## src/rtl/cello_lut_pkg.sv

```systemverilog
// -----------------------------------------------------------------------------
// cello_lut_pkg
// Shared types and constants for the cello_lut_pipe truth-table evaluator.
//   lut_state_e     : configuration FSM states (RUN, DRAIN, LOAD)
//   TT_INIT_DEFAULT : truth table loaded at reset for the default N_IN=3 build
//   tt_w()          : truth-table width for a given number of inputs (2**n_in)
// -----------------------------------------------------------------------------
package cello_lut_pkg;

    typedef enum logic [1:0] {
        RUN   = 2'd0,
        DRAIN = 2'd1,
        LOAD  = 2'd2
    } lut_state_e;

    localparam logic [7:0] TT_INIT_DEFAULT = 8'h69;

    function automatic int unsigned tt_w(input int unsigned n_in);
        return 32'd1 << n_in;
    endfunction

endpackage

```

## src/rtl/cello_lut_stage.sv

```systemverilog
// -----------------------------------------------------------------------------
// cello_lut_stage
// One-entry elastic register slice with valid/ready handshakes. Accepts a new
// entry when empty or when the held entry leaves in the same cycle, giving full
// throughput with a single register. Held data is frozen while out_valid is
// high and out_ready is low.
// Ports:
//   clk, rst_n            : clock, asynchronous active-low reset
//   in_valid/in_ready     : upstream handshake, in_data payload (W bits)
//   out_valid/out_ready   : downstream handshake, out_data payload (W bits)
// -----------------------------------------------------------------------------
module cello_lut_stage #(
    parameter int unsigned W = 8
) (
    input  logic         clk,
    input  logic         rst_n,
    input  logic         in_valid,
    output logic         in_ready,
    input  logic [W-1:0] in_data,
    output logic         out_valid,
    input  logic         out_ready,
    output logic [W-1:0] out_data
);

    logic         valid_r;
    logic [W-1:0] data_r;

    assign in_ready  = !valid_r || out_ready;
    assign out_valid = valid_r;
    assign out_data  = data_r;

    // Slice register: refill or empty whenever the current entry may move on.
    always_ff @(posedge clk or negedge rst_n) begin
        if (!rst_n) begin
            valid_r <= 1'b0;
            data_r  <= {W{1'b0}};
        end else if (in_ready) begin
            valid_r <= in_valid;
            if (in_valid) begin
                data_r <= in_data;
            end
        end
    end

endmodule

```

## src/rtl/cello_lut_pipe.sv

```systemverilog
// -----------------------------------------------------------------------------
// cello_lut_pipe
// Programmable N_IN-input truth-table evaluator for N_CH channels per beat.
// Two-stage elastic pipeline: S1 registers the input vectors, S2 registers the
// truth-table lookup of S1. The table can be replaced at run time: a cfg_req
// stops intake, waits for the pipeline to empty, then loads the new table, so
// every in-flight sample is evaluated with the table that was active when it
// was accepted.
//
// Build option: CELLO_LUT_SERIAL_LOAD_EN
//   defined   : new table shifted in on cfg_sbit/cfg_svalid during LOAD, LSB
//               first; cfg_tt is ignored.
//   undefined : new table taken in parallel from cfg_tt at the cfg_req cycle;
//               cfg_sbit/cfg_svalid are ignored.
//
// Ports:
//   clk, rst_n             : clock, asynchronous active-low reset
//   cfg_req                : single-cycle table-update request (honoured in RUN)
//   cfg_tt                 : new table, parallel load
//   cfg_sbit, cfg_svalid   : serial table bit and its qualifier
//   cfg_busy               : high while draining or loading
//   in_valid/in_ready      : input handshake, in_data = N_CH vectors of N_IN bits
//   out_valid/out_ready    : output handshake, out_data[c] = TT[vector c]
//   eval_cnt               : saturating count of output handshakes
// -----------------------------------------------------------------------------
module cello_lut_pipe
    import cello_lut_pkg::*;
#(
    parameter int unsigned               N_IN    = 3,
    parameter int unsigned               N_CH    = 4,
    parameter logic [tt_w(N_IN)-1:0]     TT_INIT = TT_INIT_DEFAULT,
    parameter int unsigned               CNT_W   = 16
) (
    input  logic                   clk,
    input  logic                   rst_n,
    input  logic                   cfg_req,
    input  logic [tt_w(N_IN)-1:0]  cfg_tt,
    input  logic                   cfg_sbit,
    input  logic                   cfg_svalid,
    output logic                   cfg_busy,
    input  logic                   in_valid,
    output logic                   in_ready,
    input  logic [N_CH*N_IN-1:0]   in_data,
    output logic                   out_valid,
    input  logic                   out_ready,
    output logic [N_CH-1:0]        out_data,
    output logic [CNT_W-1:0]       eval_cnt
);

    localparam int unsigned      TT_W       = tt_w(N_IN);
    localparam logic [CNT_W-1:0] CNT_MAX_C  = {CNT_W{1'b1}};
    localparam logic [CNT_W-1:0] CNT_ONE_C  = {{(CNT_W-1){1'b0}}, 1'b1};

    lut_state_e             state_r;
    lut_state_e             state_nxt_s;
    logic [TT_W-1:0]        tt_r;
    logic [TT_W-1:0]        tt_nxt_s;
    logic [TT_W-1:0]        shadow_r;
    logic [TT_W-1:0]        shadow_nxt_s;
    logic [CNT_W-1:0]       eval_cnt_r;

    logic                   accept_en_s;
    logic                   s1_in_valid_s;
    logic                   s1_in_ready_s;
    logic                   s1_valid_s;
    logic                   s1_ready_s;
    logic [N_CH*N_IN-1:0]   s1_data_s;
    logic [N_CH-1:0]        lookup_s;

`ifdef CELLO_LUT_SERIAL_LOAD_EN
    localparam logic [N_IN-1:0] BIT_LAST_C = {N_IN{1'b1}};
    localparam logic [N_IN-1:0] BIT_ONE_C  = {{(N_IN-1){1'b0}}, 1'b1};

    logic [N_IN-1:0]        bit_cnt_r;
    logic [N_IN-1:0]        bit_cnt_nxt_s;
    logic                   unused_cfg_s;

    assign unused_cfg_s = ^cfg_tt;
`else
    logic                   unused_cfg_s;

    assign unused_cfg_s = cfg_sbit ^ cfg_svalid;
`endif

    // Intake is closed outside RUN and in the cfg_req cycle itself, so a beat
    // offered alongside the request waits until the new table is in place.
    assign accept_en_s   = (state_r == RUN) && !cfg_req;
    assign s1_in_valid_s = in_valid && accept_en_s;
    assign in_ready      = accept_en_s && s1_in_ready_s;
    assign cfg_busy      = (state_r != RUN);
    assign eval_cnt      = eval_cnt_r;

    cello_lut_stage #(
        .W (N_CH*N_IN)
    ) u_s1 (
        .clk       (clk),
        .rst_n     (rst_n),
        .in_valid  (s1_in_valid_s),
        .in_ready  (s1_in_ready_s),
        .in_data   (in_data),
        .out_valid (s1_valid_s),
        .out_ready (s1_ready_s),
        .out_data  (s1_data_s)
    );

    // Each channel indexes the shared table with its own input vector.
    for (genvar c = 0; c < N_CH; c++) begin : g_lookup
        assign lookup_s[c] = tt_r[s1_data_s[c*N_IN +: N_IN]];
    end

    cello_lut_stage #(
        .W (N_CH)
    ) u_s2 (
        .clk       (clk),
        .rst_n     (rst_n),
        .in_valid  (s1_valid_s),
        .in_ready  (s1_ready_s),
        .in_data   (lookup_s),
        .out_valid (out_valid),
        .out_ready (out_ready),
        .out_data  (out_data)
    );

    // Configuration FSM next-state, table, shadow and serial-counter updates.
    always_comb begin
        state_nxt_s  = state_r;
        tt_nxt_s     = tt_r;
        shadow_nxt_s = shadow_r;
`ifdef CELLO_LUT_SERIAL_LOAD_EN
        bit_cnt_nxt_s = bit_cnt_r;
`endif
        case (state_r)
            RUN: begin
                if (cfg_req) begin
                    state_nxt_s = DRAIN;
`ifdef CELLO_LUT_SERIAL_LOAD_EN
                    bit_cnt_nxt_s = {N_IN{1'b0}};
`else
                    shadow_nxt_s = cfg_tt;
`endif
                end else begin
                    state_nxt_s = RUN;
                end
            end
            DRAIN: begin
                // Both stages must be empty; downstream backpressure may hold us here.
                if (!s1_valid_s && !out_valid) begin
                    state_nxt_s = LOAD;
                end else begin
                    state_nxt_s = DRAIN;
                end
            end
            LOAD: begin
`ifdef CELLO_LUT_SERIAL_LOAD_EN
                if (cfg_svalid) begin
                    // Shift right so the first bit received ends up in TT[0].
                    shadow_nxt_s = {cfg_sbit, shadow_r[TT_W-1:1]};
                    if (bit_cnt_r == BIT_LAST_C) begin
                        tt_nxt_s      = shadow_nxt_s;
                        bit_cnt_nxt_s = {N_IN{1'b0}};
                        state_nxt_s   = RUN;
                    end else begin
                        bit_cnt_nxt_s = bit_cnt_r + BIT_ONE_C;
                        state_nxt_s   = LOAD;
                    end
                end else begin
                    state_nxt_s = LOAD;
                end
`else
                tt_nxt_s    = shadow_r;
                state_nxt_s = RUN;
`endif
            end
            default: begin
                state_nxt_s = RUN;
            end
        endcase
    end

    // Configuration state, active table and shadow table registers.
    always_ff @(posedge clk or negedge rst_n) begin
        if (!rst_n) begin
            state_r  <= RUN;
            tt_r     <= TT_INIT;
            shadow_r <= {TT_W{1'b0}};
        end else begin
            state_r  <= state_nxt_s;
            tt_r     <= tt_nxt_s;
            shadow_r <= shadow_nxt_s;
        end
    end

`ifdef CELLO_LUT_SERIAL_LOAD_EN
    // Count of serial table bits received in the current LOAD.
    always_ff @(posedge clk or negedge rst_n) begin
        if (!rst_n) begin
            bit_cnt_r <= {N_IN{1'b0}};
        end else begin
            bit_cnt_r <= bit_cnt_nxt_s;
        end
    end
`endif

    // Saturating count of completed output handshakes.
    always_ff @(posedge clk or negedge rst_n) begin
        if (!rst_n) begin
            eval_cnt_r <= {CNT_W{1'b0}};
        end else if (out_valid && out_ready && (eval_cnt_r != CNT_MAX_C)) begin
            eval_cnt_r <= eval_cnt_r + CNT_ONE_C;
        end
    end

endmodule

```

## config.mk

```make
export PLATFORM = sky130hd
export DESIGN_NAME = cello_lut_pipe
export DESIGN_NICKNAME = d
export VERILOG_FILES = /design/src/rtl/cello_lut_pkg.sv /design/src/rtl/cello_lut_stage.sv /design/src/rtl/cello_lut_pipe.sv
export SDC_FILE = /design/constraint.sdc
export NUM_CORES = 1
export LEC_CHECK = 0
export BUFFER_PORTS_ARGS = -buffer_cell sky130_fd_sc_hd__buf_2
export CORE_MARGIN = 5
export CORE_UTILIZATION = 49
export CTS_CLUSTER_DIAMETER = 50
export CTS_CLUSTER_SIZE = 12
export DETAILED_ROUTE_END_ITERATION = 10
export GPL_TIMING_DRIVEN = 0
export PLACE_DENSITY = 0.75
export SYNTH_ARGS = -nofsm -noshare
export SYNTH_HDL_FRONTEND = slang
export SYNTH_SLANG_ARGS = --single-unit
```

## constraint.sdc

```tcl
create_clock -name clk -period 1.6 [get_ports clk]
set_input_delay 0.08 -clock clk [delete_from_list [all_inputs] [get_ports clk]]
set_output_delay 0.08 -clock clk [all_outputs]
set_load 0.01 [all_outputs]
```

# Word-level counts from Yosys, hierarchy flattened
# Index checks and enable logic that the tools add are counted.
word_totals:
  reg_bits: 52
  out_inout_bits: 23
  elab_cells: 43
op_classes:
  n_addsub: 1
  n_lt_le_gt_ge: 4
  n_eq_ne: 3
  muxes: 11
  reduce_logical: 16
ops:
  columns: ["op", "n"]
  rows:
  - ["$add A16 B1 Y16 const B", 1]
  - ["$lt A3 B4 Y1 const B", 4]
  - ["$ne A16 B16 Y1 const B", 1]
  - ["$bmux W1 S3", 4]
  - ["$logic_and A1 B1 Y1", 6]
  - ["$reduce_and A2 Y1", 3]
  - ["$mux W1", 5]
  - ["$pmux W2 S2", 1]
  - ["$logic_not A1 Y1", 3]
  - ["$eq A2 B1 Y1 const B", 1]
  - ["$eq A2 B2 Y1 const B", 1]
  - ["$logic_not A2 Y1", 1]
  - ["$logic_or A1 B1 Y1", 2]
  - ["$mux W2", 1]
  - ["$reduce_bool A2 Y1", 1]

# Longest topological paths before layout
# Gate-level depths: netlist of the first run.
logic_depth:
  ltp_word: 4
  ltp_mapped: 5

# Hierarchy
# Synthesis of the first run repeated with hierarchy kept, for this count alone.
hier_totals:
  cells_unflattened: 173
  hier_area_um2: 2538.7
modules_own_cells:
  columns: ["mod", "n_inst", "cells_per_inst", "area_per_inst_um2", "seq_area_each_um2"]
  rows:
  - ["cello_lut_pipe", 1, 132, 1770.4, 855.8]
  - ["cello_lut_stage (u_s1)", 1, 29, 550.5, 325.3]
  - ["cello_lut_stage (u_s2)", 1, 12, 217.7, 125.1]

# Worst setup path after synthesis of the first run
# OpenSTA, ideal clock, no wires.
synth_timing:
  kind: "register -> register"
  start: "register state_r[0]"
  end: "register u_s1.data_r[10], in the netlist u_s1.out_data[10]"
  setup_time_ns: 0.125
  arrival_ns: 1.526
  t_required_ns: 1.475
  slack_ns: -0.051
  path_stages_with_launch: 6
  cell_sequence: "dfrtp_1 -> or2_4 -> a211oi_4 -> nand2_2 -> buf_6 -> mux2_4"
synth_between:
  elab_chain_cells: 4
synth_rtl:
  columns: ["item", "line", "rtl"]
  rows:
  - ["start: declaration", "cello_lut_pipe.sv:54", "lut_state_e state_r;"]
  - ["start signal: assignment", "cello_lut_pipe.sv:187", "state_r <= state_nxt_s;"]
  - ["$logic_not A2 Y1", "cello_lut_pipe.sv:87", "assign accept_en_s = (state_r == RUN) && !cfg_req;"]
  - ["$logic_and A1 B1 Y1", "cello_lut_pipe.sv:87", null]
  - ["$logic_and A1 B1 Y1", "cello_lut_pipe.sv:88", "assign s1_in_valid_s = in_valid && accept_en_s;"]
  - ["$reduce_and A2 Y1 (no source line)", null, null]
  - ["end signal: assignment", "cello_lut_stage.sv:36", "data_r <= {W{1'b0}};"]
  - ["end signal: assignment", "cello_lut_stage.sv:40", "data_r <= in_data;"]
  - ["end: declaration", "cello_lut_stage.sv:26", "logic [W-1:0] data_r;"]
# Every way passes these cells.
# A chain may end at the register's enable or synchronous reset.

# Worst setup path in the final report of the first run
layout_timing:
  start: "register state_r[0]"
  end: "register u_s1.data_r[5], in the netlist u_s1.out_data[5]"
# Same word-level chain as after synthesis.

==> out/results.tsv, run 1 <==
metric	value	unit
rsz0062_at_grt	yes	
worstMarginPinSlew	1.13	ns
gp_congestion	0.834	
reg2reg_to	u_s1.out_data[5]	
die-width	80.4	um
cap_violations	0	
antenna_found_initial	0	
cts.path.max_buffers	2	
fp.coreArea	4750	um2
synth_edf_count	0	
crit_path_cell_trace	or2_4 > a211oi_4 > nand2_2 > buf_8 > mux2_4	
grt_start_max_net_pins	53	
cp_max_fo	10	
dpl_worst_slack	-0.145	ns
cts_root_buffer	clkbuf_8	
hold_viol	20	
io_buffers	47	
dp.cells	286	
worstReg2RegStart	state_r[0]	
cts_tree	yes	
num_antenna_cells	0	
yosysUniqueCellTypes	41	
cts-buffers-inserted	5	
synth_area_per_cell	14.1	um2
post-route-worst-setup-slack	0.0168	ns
seq_power_share	0.481	
io_pins	50	
track_usage	0.168	
reg2reg_setup_slack	0.02	ns
startpoint	state_r[0]	
clock_sinks	52	
violations	negative hold slack	
antenna_left	0	
final_max_slew_viol_count	0	
p_per_area	1540	nW/um2
pwr-share-clk	0.161	
tns	0	ns
layout-drive-gt1-share	0.523	
drc	0	
hold_slack	-0.0215	ns
max_stage_delay	0.43	ns
vdd_drop_max	0.000826	V
post-route-period-util	0.989	
utilization	0.673	
grt_pass1_wl	8340	um
grt_pass1_vias	1656	
syn_inst	172	
switchingPower	0.00158	W
crit_path_end_kind	flip-flop	
die-area	6470	um2
cts_max_level	2	
fin_nets	285	
fmax	0.632	GHz
fin_crit	1.58	ns
vias	1623	
areaGrowthSynthToFinish	31.8	%
ys_ff_latch	52	
outcome	complete, but fails checks	
clkTransAtPathRegs	0.10	ns
synth.cell_area	2430	um2
critPathArrivalTime	1.78	ns
die_h	80.4	um
via_per_inst	4.99	
worst_setup_path_start_kind	flip-flop	
post-dp-hpwl	3300	um
power_switching_share	0.320	
synthArstFlopShare	1.00	
internal_power	0.00336	W
combPwrFrac	0.358	
worst_ep_required_time	1.80	ns
setup-violations-final	0	
endpoint	u_s1.out_data[5]	
reg2regPathDepth	5	
ys_seq_area_frac	0.538	
synth_fp_nets	200	
avgRoutedWirePerCell	15.1	um
drt-pass1-iter-count	4	
wirelength	4910	um
slowest_stage	dfrtp_1	
fin_skew	0.00541	ns
clock_latency	0.31	ns
finalNonFillerCells	325	
start_util	0.511	
yosysWarnings	0	
synth_ff_type	dfrtp_1	
cellLeakagePower	1.50	nW
row_count	25	
maxSlewHeadroom	0.245	
first_iter_violations	117	
gr-total-overflow	0	
criticalPathCategory	reg -> reg	
hp-class	in -> async	
## cells in the final DEF, fill, tap and decap left out, types with 4 or more instances in the layout
master | netlist | layout
buf_2 | 0 | 47
dfrtp_1 | 48 | 42
mux2_2 | 20 | 20
dlygate4sd3_1 | 0 | 17
buf_4 | 0 | 14
nand2_1 | 11 | 10
mux2_4 | 9 | 9
xnor2_1 | 8 | 8
mux4_2 | 8 | 8
nand3_1 | 8 | 7
dfrtp_2 | 0 | 6
xor2_1 | 5 | 5
clkbuf_8 | 0 | 5
nand4_1 | 4 | 4
nor2_1 | 4 | 4
mux2i_1 | 4 | 4
o21ai_0 | 4 | 4
dfstp_2 | 4 | 4
## sequential cells by signal, summed over array words and instances (netlist names)
register	cells
eval_cnt	16
u_s2.out_valid	1
u_s1.out_data	12
tt_r	8
u_s1.out_valid	1
u_s2.out_data	4
shadow_r	8
state_r	2
## how the worst min path moves through the flow
| stage | depth (start not counted) | start | to | slack [ns] |
|---|---|---|---|---|
| floorplan | 0 | rst_n | eval_cnt[0] | -0.22 |
| global placement | 2 | cfg_tt[3] | shadow_r[3] | 0.31 |
| detailed placement | 2 | in_data[8] | u_s1.out_data[8] | 0.32 |
| CTS | 2 | in_data[5] | u_s1.out_data[5] | 0.0005 |
| global route | 2 | in_data[9] | u_s1.out_data[9] | -0.002 |
| finish | 1 | rst_n | u_s1.out_data[3] | -0.02 |
## critical path: cells and delay by family (launching register included)
kind,cells,cell delay (ns)
buffers and inverters,1,0.17
AND/OR/NAND/NOR,2,0.39
flip-flops,1,0.43
multiplexers,1,0.30
AO/OA/AOI/OAI,1,0.18
## power groups by stage
stage | Combinational, W | Sequential, W | Clock (W)
6_report | 0.00177 | 0.00237 | 0.000795
5_1_grt | 0.00195 | 0.00246 | 0.000896
4_1_cts | 0.00171 | 0.00234 | 0.000818
3_5_place_dp | 0.00162 | 0.00238 | 0
3_3_place_gp | 0.00158 | 0.00236 | 0
2_1_floorplan | 0.00124 | 0.00229 | 0
## final cells by class
cell class / count / area (um2)
plain buffers: 2 / 18.8
clock buffers: 5 / 68.8
clock inverters: 3 / 26.3
fillers: 373 / 1550
inverters: 2 / 7.51
multi-input cells: 116 / 1170
flip-flops and latches: 52 / 1310
well taps: 67 / 83.8
repair buffers: 78 / 510
## cell usage after synthesis, drive strengths merged, types with 2 or more instances
master  count  area share
or2         2      0.0062
mux2i       4       0.016
nor4b       2      0.0098
a211oi      2       0.011
dfstp       4       0.043
dfrtp      48        0.49
nand2b      2      0.0051
inv         2      0.0031
and3        2      0.0051
nand2      12       0.020
mux2       30        0.15
nand3       8       0.016
nor2        6       0.011
nand4       6       0.021
nor3        3      0.0062
xor2        5       0.018
o21ai       5       0.010
mux4        8       0.074
xnor2       8       0.029
## timing repair
action,in CTS,in global routing
hold buffers,15,2
hold endpoints to repair,15,2
setup endpoints to repair,7,30
pin swaps,1,4
resized for setup,2,15
setup buffers,4,10
## routing by layer
metal,part of all wire,routed length [um],GRT usage
met1,0.47,2320,0.252
met2,0.47,2320,0.244
met3,0.046,227,0.0437
met4,0.0082,40,0.0405
met5,0,0,0
## through the flow
step                total power (W)  instance area (um2)
finish                      0.00493                 3200
floorplan                   0.00353                 2440
detailed placement          0.00400                 2760
CTS                         0.00487                 3040
global route                0.00530                 3200
global placement            0.00394                 2760
## logic make-up after synthesis
group,share of synthesized area
flip-flops,0.538
AND/OR/NAND/NOR,0.131
multiplexers,0.244
XOR/XNOR,0.0469
AO/OA/AOI/OAI,0.0263
buffers and inverters,0.00927
adder cells (fa/ha/maj),0.00515
Power figures use the tool's default switching activity.
==> inputs of run 2 (changes only) <==
--- a/config.mk
+++ b/config.mk
@@ -13,6 +13,7 @@
 export DETAILED_ROUTE_END_ITERATION = 10
 export GPL_TIMING_DRIVEN = 0
 export PLACE_DENSITY = 0.75
+export SETUP_SLACK_MARGIN = 0.4
 export SYNTH_ARGS = -nofsm -noshare
 export SYNTH_HDL_FRONTEND = slang
 export SYNTH_SLANG_ARGS = --single-unit
==> out/results.tsv, run 2 (synthesis gave the netlist of run 1 again) <==
metric	value	unit	change
finalNonFillerCells	342		+5.2%
cap_violations	0		unchanged
final_common_cell	buf_2		
crit_path_end_kind	flip-flop		
gp_congestion	0.779		-6.5%
layout-drive-gt1-share	0.618		+0.0949
clock_latency	0.31	ns	about the same
cts_max_level	2		unchanged
post-dp-hpwl	3440	um	+4.1%
clkTransAtPathRegs	0.09	ns	about the same
wl_met3	263	um	+16%
start_util	0.511		unchanged
tns	0	ns	unchanged
hold_viol	19		-5.0%
critPathArrivalTime	1.75	ns	-0.03 ns
antenna_found_initial	0		unchanged
grt_pass1_wl	9190	um	+10%
cp_max_fo	10		unchanged
cp_top_family	flip-flops		
setup-violations-final	0		unchanged
dr_wl_met2	2840	um	+23%
clock_sinks	52		unchanged
slowest_stage	dfrtp_1		
route.top_layer_used	met4		
fin_nets	302		+6.0%
io_buffers	47		unchanged
outcome	complete, but fails checks		
hold_slack	-0.0145	ns	+0.00702 ns
dp.cells	286		unchanged
largest_reg_flops	16		unchanged
final_max_slew_viol_count	0		unchanged
die-width	80.4	um	unchanged
first_iter_violations	114		-2.6%
cts-buffers-inserted	5		unchanged
avgRoutedWirePerCell	16.8	um	+11%
grt_pass1_vias	1878		+13%
track_usage	0.188		+0.0196
final_cell_mix	buf_2, dfrtp_1, buf_4, mux2_4, dlygate4sd3_1		
cts.path.max_buffers	2		unchanged
cts_root_buffer	clkbuf_8		
crit_path_cell_trace	or2_4 > a211oi_4 > nand2_2 > buf_12 > mux2_4		
fmax	0.645	GHz	+2.2%
areaGrowthSynthToFinish	44.3	%	
antenna_left	0		unchanged
vdd_drop_max	0.000863	V	+4.4%
maxSlewHeadroom	0.248		+0.00283
cellLeakagePower	1.67	nW	+11%
worst_ep_required_time	1.80	ns	about the same
wirelength	5730	um	+17%
post-route-period-util	0.969		-0.0209
grt_start_max_net_pins	53		unchanged
utilization	0.738		+0.0642
fin_skew	0.00252	ns	-0.00289 ns
met1Wirelength	2570	um	+11%
drt-pass1-iter-count	4		unchanged
die-area	6470	um2	unchanged
violations	negative hold slack		
place_area	2860	um2	+3.4%
die_h	80.4	um	unchanged
criticalPathCategory	reg -> reg		
vias	1776		+9.4%
fin_area	3510	um2	+9.5%
finalPower	0.00527	W	+6.9%
p_per_area	1500	nW/um2	-2.4%
via_per_inst	5.19		+4.0%
gr-total-overflow	0		unchanged
drc	0		unchanged
worstMarginPinSlew	1.13	ns	-0.00425 ns
hp-class	in -> async		
rsz0062_at_grt	yes		
fin_crit	1.55	ns	-0.0334 ns
io_pins	50		unchanged
num_antenna_cells	0		unchanged
worst_setup_path_start_kind	flip-flop		
row_count	25		unchanged
cp_num_buf_inv	1		unchanged
cts_tree	yes		
max_stage_delay	0.42	ns	about the same
fp.coreArea	4750	um2	unchanged
-- run 2: final timing paths --
path / start / cells after the start / slack, ns / endpoint
setup reg to reg: state_r[0] / 5 / 0.05 / u_s1.out_data[2]
min in group clk: in_data[0] / 2 / 0.01 / u_s1.out_data[0]
hold reg to reg: u_s2.out_data[1] / 2 / 0.50 / u_s2.out_data[1]
hold / removal: rst_n / 1 / -0.01 / u_s1.out_data[7]
setup / recovery: state_r[0] / 5 / 0.05 / u_s1.out_data[2]
max in group asynchronous: rst_n / 1 / 0.85 / u_s2.out_valid
-- run 2: metrics by stage --
| stage | hold slack, ns | setup slack, ns |
|---|---|---|
| 4_1_cts | 0.0000148 | 0.0729 |
| 3_5_place_dp | 0.318 | -0.0952 |
| 2_1_floorplan | -0.216 | 0.00132 |
| 5_1_grt | 0.00561 | -0.0168 |
| 3_3_place_gp | 0.314 | -0.0634 |
| 6_report | -0.0145 | 0.0502 |
-- run 2: layer usage --
metal	up-vias	GRT usage
met1	890	0.257
li1	833	-
met5	-	0
met4	0	0.0524
met3	5	0.0583
met2	48	0.290
-- run 2: timing repair --
item,in CTS,in global routing
endpoints found under the setup margin,51,51
resized for setup,25,11
pin swaps,6,7
hold endpoints to repair,14,5
hold buffers,14,5
setup buffers,22,7
-- run 2: report_power, final --
group          switching (W)  internal, W
registers           0.000554      0.00187
logic               0.000703      0.00140
clock network       0.000437     0.000306
total                0.00169      0.00358
-- run 2: final cells by class --
type / instances / area, um2
buffer: 2 / 33.8
clock buffer: 5 / 68.8
clock inverter: 3 / 18.8
fill: 320 / 1250
inverter: 2 / 7.51
multi-input combinational: 116 / 1300
sequential: 52 / 1320
tap: 67 / 83.8
timing repair buffer: 95 / 671
-- run 2: worst register-to-register path, cell delays in order, from the launching register on --
cell      delay (ns)
dfrtp_1         0.42
or2_4           0.26
a211oi_4        0.19
nand2_2         0.12
buf_12          0.16
mux2_4          0.30
==> inputs of run 3 (changes only) <==
--- a/config.mk
+++ b/config.mk
@@ -6,13 +6,15 @@
 export NUM_CORES = 1
 export LEC_CHECK = 0
 export BUFFER_PORTS_ARGS = -buffer_cell sky130_fd_sc_hd__buf_2
+export CELL_PAD_IN_SITES_DETAIL_PLACEMENT = 0
+export CELL_PAD_IN_SITES_GLOBAL_PLACEMENT = 1
 export CORE_MARGIN = 5
-export CORE_UTILIZATION = 49
+export CORE_UTILIZATION = 40
 export CTS_CLUSTER_DIAMETER = 50
 export CTS_CLUSTER_SIZE = 12
 export DETAILED_ROUTE_END_ITERATION = 10
 export GPL_TIMING_DRIVEN = 0
-export PLACE_DENSITY = 0.75
+export PLACE_DENSITY_LB_ADDON = 0.1
 export SETUP_SLACK_MARGIN = 0.4
 export SYNTH_ARGS = -nofsm -noshare
 export SYNTH_HDL_FRONTEND = slang
==> out/results.tsv, run 3 (synthesis gave the netlist of run 1 again) <==
metric	value	unit	change
cts_tree	yes		
gr-total-overflow	0		unchanged
areaGrowthSynthToFinish	43.9	%	
die-area	7730	um2	+20%
fin_crit	1.52	ns	-0.0275 ns
vdd_drop_max	0.000730	V	-15%
dp.cells	294		+2.8%
cts_max_level	2		unchanged
reg2reg_to	u_s1.out_data[3]		
cp_top_family	flip-flops		
fin_nets	298		-1.3%
finalPower	0.00537	W	+1.8%
cap_violations	0		unchanged
crit_path_cell_trace	or2_4 > a211oi_4 > nand2_2 > buf_8 > mux2_4		
slowest_stage	dfrtp_1		
grt_start_max_net_pins	53		unchanged
final_max_slew_viol_count	0		unchanged
wirelength	5560	um	-2.9%
fp.coreArea	5920	um2	+25%
cp_max_fo	10		unchanged
final_common_cell	buf_2		
layout-drive-gt1-share	0.649		+0.0313
clock_latency	0.30	ns	about the same
hold_slack	0.00647	ns	+0.0209 ns
cellLeakagePower	1.66	nW	-0.33%
worstMarginPinSlew	1.15	ns	+0.0262 ns
antenna_found_initial	0		unchanged
gp_congestion	0.843		+8.3%
io_pins	50		unchanged
cts-buffers-inserted	5		unchanged
via_per_inst	5.05		-2.8%
first_iter_violations	40		-65%
vias	1747		-1.6%
largest_reg_flops	16		unchanged
cts_root_buffer	clkbuf_8		
drt-pass1-iter-count	4		unchanged
crit_path_end_kind	flip-flop		
grt_pass1_wl	9200	um	+0.15%
worst_setup_path_start_kind	flip-flop		
setup-violations-final	0		unchanged
outcome	completed		
fin_skew	0.00409	ns	+0.00157 ns
row_count	28		+12%
clock_sinks	52		unchanged
final_cell_mix	buf_2, dfrtp_1, buf_4, mux2_4, dfrtp_2		
finalNonFillerCells	346		+1.2%
reg2regPathDepth	5		unchanged
reg2reg_setup_slack	0.08	ns	+0.03 ns
start_util	0.410		-0.101
grt_pass1_vias	1924		+2.4%
hp-class	in -> async		
die_h	87.9	um	+9.4%
io_buffers	47		unchanged
drc	0		unchanged
fmax	0.657	GHz	+1.8%
rsz0062_at_grt	yes		
die-width	87.9	um	+9.4%
avgRoutedWirePerCell	16.1	um	-4.0%
track_usage	0.155		-0.0333
worstReg2RegStart	state_r[1]		
cp_num_buf_inv	1		unchanged
critPathArrivalTime	1.71	ns	-0.04 ns
clkTransAtPathRegs	0.09	ns	about the same
maxSlewHeadroom	0.231		-0.0175
max_stage_delay	0.39	ns	-0.03 ns
antenna_left	0		unchanged
hold_viol	0		-19
utilization	0.590		-0.147
post-route-period-util	0.951		-0.0172
post-dp-hpwl	3770	um	+9.7%
criticalPathCategory	reg -> reg		
p_per_area	1540	nW/um2	+2.1%
worst_ep_required_time	1.79	ns	about the same
cts.path.max_buffers	2		unchanged
startpoint	state_r[1]		
num_antenna_cells	0		unchanged
## run 3: worst reg2reg max path, cell delays in order (launching register included)
cell	delay, ns
dfrtp_1	0.39
or2_4	0.27
a211oi_4	0.19
nand2_2	0.10
buf_8	0.16
mux2_4	0.31
## run 3: final cells by class
| class | instances | area [um2] |
|---|---|---|
| clock inverters | 2 | 10.0 |
| plain buffers | 2 | 30.0 |
| repair buffers | 91 | 633 |
| fillers | 492 | 2420 |
| flip-flops and latches | 52 | 1320 |
| multi-input cells | 116 | 1320 |
| inverters | 2 | 7.51 |
| clock buffers | 6 | 82.6 |
| well taps | 75 | 93.8 |
## run 3: metal layers
layer / vias to the layer above / routed length (um) / GRT usage
met3: 7 / 214 / 0.0320
met2: 32 / 3120 / 0.289
met1: 880 / 2170 / 0.177
li1: 828 / - / -
met4: 0 / 65 / 0.0460
met5: - / 0 / 0
## run 3: worst max-delay path by stage
stage / cells past startpoint / slack (ns) / endpoint
floorplan: 5 / 0.001 / u_s1.out_data[10]
global placement: 4 / -0.09 / eval_cnt[15]
detailed placement: 4 / -0.09 / eval_cnt[15]
CTS: 5 / 0.07 / u_s1.out_data[3]
global route: 5 / 0.001 / eval_cnt[13]
finish: 5 / 0.08 / u_s1.out_data[3]
## run 3: where the power goes
| part | switching (W) | internal, W |
|---|---|---|
| Clock | 0.000418 | 0.000346 |
| Combinational | 0.000739 | 0.00148 |
| Sequential | 0.000510 | 0.00187 |
| Total | 0.00167 | 0.00370 |
## run 3: repair_timing
action	CTS	global route
endpoints found under the setup margin	51	52
hold buffers	2	7
endpoints found under the hold margin	2	7
pin swaps	17	7
buffers inserted	31	4
gates resized for setup	34	11
## run 3: stage by stage
stage,instance area [um2],setup TNS [ns],setup slack (ns)
6_report,3500,0,0.0777
5_1_grt,3500,0,0.00103
4_1_cts,3330,0,0.0746
3_5_place_dp,2870,-0.308,-0.0897
3_3_place_gp,2870,-0.171,-0.0883
2_1_floorplan,2540,0,0.00132
